## src/rtl/regfile_sb.sv

```systemverilog
// Multi-port register file with per-register busy scoreboard for hazard control.
// Optional write-through forwarding is enabled by defining RF_BYPASS_EN.
module regfile_sb #(
  parameter int DATA_W   = 32,
  parameter int ADDR_W   = 5,
  parameter int ZERO_REG = 1
) (
  input  logic              clk,
  input  logic              rst,
  input  logic [ADDR_W-1:0] ra1,
  input  logic [ADDR_W-1:0] ra2,
  output logic [DATA_W-1:0] rd1,
  output logic [DATA_W-1:0] rd2,
  input  logic              we3,
  input  logic [ADDR_W-1:0] wa3,
  input  logic [DATA_W-1:0] wd3,
  input  logic              we4,
  input  logic [ADDR_W-1:0] wa4,
  input  logic [DATA_W-1:0] wd4,
  input  logic              iss_en,
  input  logic [ADDR_W-1:0] iss_addr,
  output logic              busy1,
  output logic              busy2,
  output logic              busy_any
);

  localparam int DEPTH = 1 << ADDR_W;

  logic [DATA_W-1:0] mem_q [DEPTH];
  logic [DATA_W-1:0] mem_d [DEPTH];
  logic [DEPTH-1:0]  busy_q;
  logic [DEPTH-1:0]  busy_d;

  // Issue beats writeback on the busy bit: the newer producer owns the register.
  always_comb begin
    mem_d  = mem_q;
    busy_d = busy_q;
    for (int r = 0; r < DEPTH; r++) begin
      if (we3 && wa3 == ADDR_W'(r))
        mem_d[r] = wd3;
      else if (we4 && wa4 == ADDR_W'(r))
        mem_d[r] = wd4;

      if (iss_en && iss_addr == ADDR_W'(r))
        busy_d[r] = 1'b1;
      else if ((we3 && wa3 == ADDR_W'(r)) || (we4 && wa4 == ADDR_W'(r)))
        busy_d[r] = 1'b0;
    end
    if (ZERO_REG != 0) begin
      mem_d[0]  = '0;
      busy_d[0] = 1'b0;
    end
  end

  // NOTE: the storage array is reset on purpose; the block must present
  // zeros for every address while rst is held, so it cannot map to a RAM macro.
  always_ff @(posedge clk or posedge rst) begin
    if (rst) begin
      for (int r = 0; r < DEPTH; r++) mem_q[r] <= '0;
      busy_q <= '0;
    end else begin
      mem_q  <= mem_d;
      busy_q <= busy_d;
    end
  end

  logic [ADDR_W-1:0] ra [2];
  logic [DATA_W-1:0] rd [2];
  logic              bz [2];

  assign ra[0] = ra1;
  assign ra[1] = ra2;

  always_comb begin
    logic hit3, hit4, hit_iss;
    hit3    = 1'b0;
    hit4    = 1'b0;
    hit_iss = 1'b0;
    for (int p = 0; p < 2; p++) begin
      rd[p] = mem_q[ra[p]];
      bz[p] = busy_q[ra[p]];
`ifdef RF_BYPASS_EN
      hit3    = !rst && we3 && (wa3 == ra[p]);
      hit4    = !rst && we4 && (wa4 == ra[p]);
      hit_iss = iss_en && (iss_addr == ra[p]);
      if (hit3)
        rd[p] = wd3;
      else if (hit4)
        rd[p] = wd4;
      if ((hit3 || hit4) && !hit_iss)
        bz[p] = 1'b0;
`endif
      if (ZERO_REG != 0 && ra[p] == '0) begin
        rd[p] = '0;
        bz[p] = 1'b0;
      end
    end
  end

  assign rd1      = rd[0];
  assign rd2      = rd[1];
  assign busy1    = bz[0];
  assign busy2    = bz[1];
  assign busy_any = |busy_q;

endmodule

```

## config.mk

```make
export PLATFORM = sky130hd
export DESIGN_NAME = regfile_sb
export DESIGN_NICKNAME = d
export VERILOG_FILES = /design/src/rtl/regfile_sb.sv
export SDC_FILE = /design/constraint.sdc
export NUM_CORES = 2
export LEC_CHECK = 0
export ABC_CLOCK_PERIOD_IN_PS = 42800
export CELL_PAD_IN_SITES_DETAIL_PLACEMENT = 0
export CELL_PAD_IN_SITES_GLOBAL_PLACEMENT = 1
export CORE_MARGIN = 1.5
export CORE_UTILIZATION = 29
export CTS_BUF_LIST = sky130_fd_sc_hd__clkbuf_16
export CTS_CLUSTER_DIAMETER = 30
export CTS_CLUSTER_SIZE = 14
export DETAILED_ROUTE_END_ITERATION = 7
export GPL_TIMING_DRIVEN = 0
export HOLD_SLACK_MARGIN = 0.12
export PLACE_DENSITY_LB_ADDON = 0.1
export SLEW_MARGIN = 40
export SYNTH_ARGS = -nofsm -noshare
export SYNTH_HDL_FRONTEND = slang
export SYNTH_SLANG_ARGS = --single-unit
```

## constraint.sdc

```tcl
create_clock -name clk -period 42.8 [get_ports clk]
set_input_delay 12.84 -clock clk [delete_from_list [all_inputs] [get_ports clk]]
set_output_delay 12.84 -clock clk [all_outputs]
set_load 0.05 [all_outputs]
```

---- Word level (Yosys, flattened, before mapping) ----
Index checks and enable logic that the tools add are counted.
storage, ports and cells
  register bits after elaboration ......... 1023
  word-level logic and storage cells ...... 488
cells by class
  bitwise logic cells ..................... 2
  equal/unequal tests ..................... 93
  order comparisons ....................... 4
  reductions and logical operators ........ 189
  muxes and demuxes ....................... 138
operators with widths
  kind                                                 count
  two-way mux 32 bit                                   68
  binary-select mux 32 bit (select 5 bit)              2
  equality test 5 bit, second input constant           48
  nonzero test 2 bit                                   62
  equality test 5 x 4 -> 1 bit, second input constant  24
  logical AND 1 bit                                    93
  two-way mux 1 bit                                    66
  equality test 5 x 3 -> 1 bit, second input constant  12
  logical OR 1 bit                                     31
  OR reduction 31 bit                                  1
  equality test 5 x 2 -> 1 bit, second input constant  6
  equality test 5 x 1 -> 1 bit, second input constant  3
  >= comparator 6 bit, second input constant           2
  < comparator 5 x 6 -> 1 bit, second input constant   2
  NOT 5 -> 6 bit                                       2
  binary-select mux 1 bit (select 5 bit)               2
  logical NOT 5 bit                                    2

---- Depth between registers and ports, before layout ----
  depth after elaboration ................. 5
  mapped depth ............................ 8

---- Least setup slack after synthesis ----
Ideal clock, no wire load.
  path type ............................... input port to output port
  start ................................... in ra1[1]
  end ..................................... out rd1[30]
  data arrival time ....................... 15.399 ns
  setup slack ............................. 14.561 ns
  stages .................................. 7
  path buffers ............................ 3
  cell sequence ........................... buf_2 > buf_4 > or2_2 > buf_2 > o22ai_1 > nor3_1 > nor4_1
on the way
  word-level cells in the longest chain between the ends .. 5
ends and longest elaborated chain
  item                                                    line  RTL
  start, declared                                         10    input logic [ADDR_W-1:0] ra1,
  NOT 5 -> 6 bit (implied by the code)                    80    rd[p] = mem_q[ra[p]];
  binary-select mux 32 bit (select 5 bit)                 80
  two-way mux 32 bit (implied by the code) (2 in series)  80
  two-way mux 32 bit (*)                                  93    if (ZERO_REG != 0 && ra[p] == '0) begin
  end, declared                                           12    output logic [DATA_W-1:0] rd1,
Every way passes the cells marked *; elsewhere a longest branch is shown, timed or not. The select of a mux whose other input is x is not followed.

---- Worst setup path in the final report ----
  start ................................... in ra1[2]
  end ..................................... out rd1[19]
Same word-level chain as after synthesis.

==> metrics.yaml <==
status:
  outcome: "finished, final reports clean"
route:
  drc: 0
  viasPerCell: 5.98
  vias: 61700
  ant_nets: 0
  drt-pass1-iter-count: 8
  wl_um: 402000
  wire_per_inst_um: 39.0
  drtIter0Drc: 7504
floorplanning:
  start_util_pct: 29.1
  die_h_um: 472
  num_rows: 172
  dieArea_um2: 223000
  ios: 161
  die_w_um: 472
  coreArea_um2: 219000
placement:
  place_hpwl_um: 297000
  portBuffers: 156
  place_congestion: 0.968
yosys:
  synthCells: 6576
  syn_area_per_cell_um2: 9.72
  yosysSeqAreaShare_pct: 40.1
  ys_types: 47
  ys_ff_latch: 1023
  synth_area_um2: 63900
  yosysWarnings: 0
  synth_nets: 6670
min_path:
  hold_depth: 1
  hold_path_class: "flip-flop to flip-flop"
global_route:
  gr-total-overflow: 0
  grt_util_all_layers_pct: 35.0
  grt_pass1_vias: 59800
  grt_max_degree: 70
  antenna_found_initial: 13
  grt_pass1_wl_um: 532000
power:
  peakVddDrop_v: 0.0000378
  p_leak_nw: 36.6
  total_power_w: 0.00485
  power_density_nw_per_um2: 59.2
layout:
  n_fill_cell: 22200
  drive_above_1_share_pct: 17.3
  final_common_cell: "mux2i_1"
  layout_common_cells: "1,593 x mux2i_1, 1,023 x dfrtp_1, 560 x nand2_1"
  syn_to_final_growth_pct: 28.1
  layout.nets: 7256
clock_network:
  cts.hold.buffers_added: 0
  cts_tree: "yes"
  root_buffer: "clkbuf_16"
  clockBufferDepth: 4
  cts_resized: 0
  numCtsBuffers: 373
  htreeDepth: 5
  worstSkewPairLatency_ps: 930
  clkSinkCount: 1023
  cts_setup_buffers: 0
  clk_pin_slew_ps: 40
setup_path:
  crit_path_cell_trace: "clkdlybuf4s50_1 -> buf_2 -> buf_2 -> clkbuf_2 -> a221oi_1 -> a221oi_1 -> o22ai_1 -> nor3_1 -> clkdlybuf4s50_1"
  crit_type: "input port to output port"
  path_depth: 9
  end_kind: "output port"
  path_delay_family: "buffers and inverters"
  r2r_cells: 1
  critPathSlowestCell: "clkdlybuf4s50_1"
  required_ps: 29960
  cp.buffers_inverters: 5
  critPathMaxFanout: 10
  cpPeakStageDelay_ps: 940
  start_kind: "input port"
  arrival_ps: 18090
sta:
  timing.fmax_ghz: 0.0323
  timing.hold.ws_ps: 576
  hold_viol: 0
  post-route-period-util_pct: 72.3
  relSlewSlack_pct: 34.8
  setup-tns-final_ps: 0
  setup_violations: 0
  tightest_slew_ps: 979
  fin_skew_ps: 0
  drv_slew: 0
  rsz0062_at_grt: "false"
  finalCriticalPeriod_ps: 30930
job:
  drv_cap: 0
## logic make-up after synthesis
logic type	count (synthesis)	share of synthesized area (%)
multiplexers	1884	32.4
AND/OR/NAND/NOR	1422	9.29
flip-flops	1023	40.1
buffers and inverters	757	5.05
AO/OA/AOI/OAI	1490	13.2
## routing by layer
layer  routed length, um  track usage (%)
met1              165000             45.3
met2              169000             51.1
met3               34300             7.98
met5                  22           0.0216
met4               33400             25.3
## synthesized netlist by cell type, drive strengths merged
cell type	instances	area (um2)
mux2	159	1790
nor2b	12	75.1
nor2	550	2120
nand4b	1	8.76
and3	1	6.26
inv	6	22.5
dfrtp	1023	25600
buf	257	1350
o21ai	498	2490
or3b	1	8.76
nand4	2	12.5
a22o	3	26.3
or4	1	7.51
a211oi	1	7.51
mux2i	1593	15900
nor4	12	109
mux4	132	2970
and4	1	8.76
clkbuf	494	1850
a21oi	516	2580
or2	6	37.5
o22ai	327	2050
and2	6	37.5
a31oi	1	6.26
o31ai	2	15.0
a22oi	1	7.51
nand3b	1	7.51
nand2b	25	156
nor3	239	1220
a32o	11	110
a221oi	130	1140
nand3	2	10.0
and2b	1	7.51
nand2	561	2110
## registers in the layout, indices dropped and copies added (netlist names)
name	count
mem_q	992
busy_q	31
## layout make-up
class	count	area, um2	share of cell area, %
Multi-Input combinational cell	4796	35200	43.0
Sequential cell	1023	25600	31.3
Clock buffer	377	9430	11.5
Tap cell	2871	3590	4.39
Buffer	751	3490	4.26
Timing Repair Buffer	211	2710	3.31
Clock inverter	272	1790	2.19
Inverter	6	30.0	0.0367
Antenna cell	7	17.5	0.0214
## path summary, 6_finish.rpt
check                             endpoint       start  slack, ps
max in group asynchronous       mem_q[268]         rst      28320
worst min register to register  busy_q[30]  busy_q[30]        580
min in group asynchronous       mem_q[984]         rst      12320
worst max-delay path               rd1[19]      ra1[2]      11870
worst min-delay path            busy_q[30]  busy_q[30]        580
worst max register to register  busy_q[31]  busy_q[31]      41900
## power by group
group / total [W] / switching, W / internal [W]
sequential: 0.00146 / 0.000226 / 0.00123
combinational: 0.000954 / 0.000537 / 0.000416
clock: 0.00244 / 0.000750 / 0.00169
## metrics by stage
| step | util (%) | instance area, um2 | setup WS [ps] | instances |
|---|---|---|---|---|
| finish | 37.3 | 81900 | 11870 | 10300 |
| detailed placement | 32.2 | 70600 | 12060 | 9655 |
| CTS | 37.3 | 81800 | 12030 | 10300 |
| floorplan | - | 63900 | 1170 | 6576 |
| global route | 37.3 | 81900 | 11980 | 10300 |
| global placement | 31.5 | 69100 | -16990 | 9603 |
Note: power is estimated with default switching activity, not from simulation.
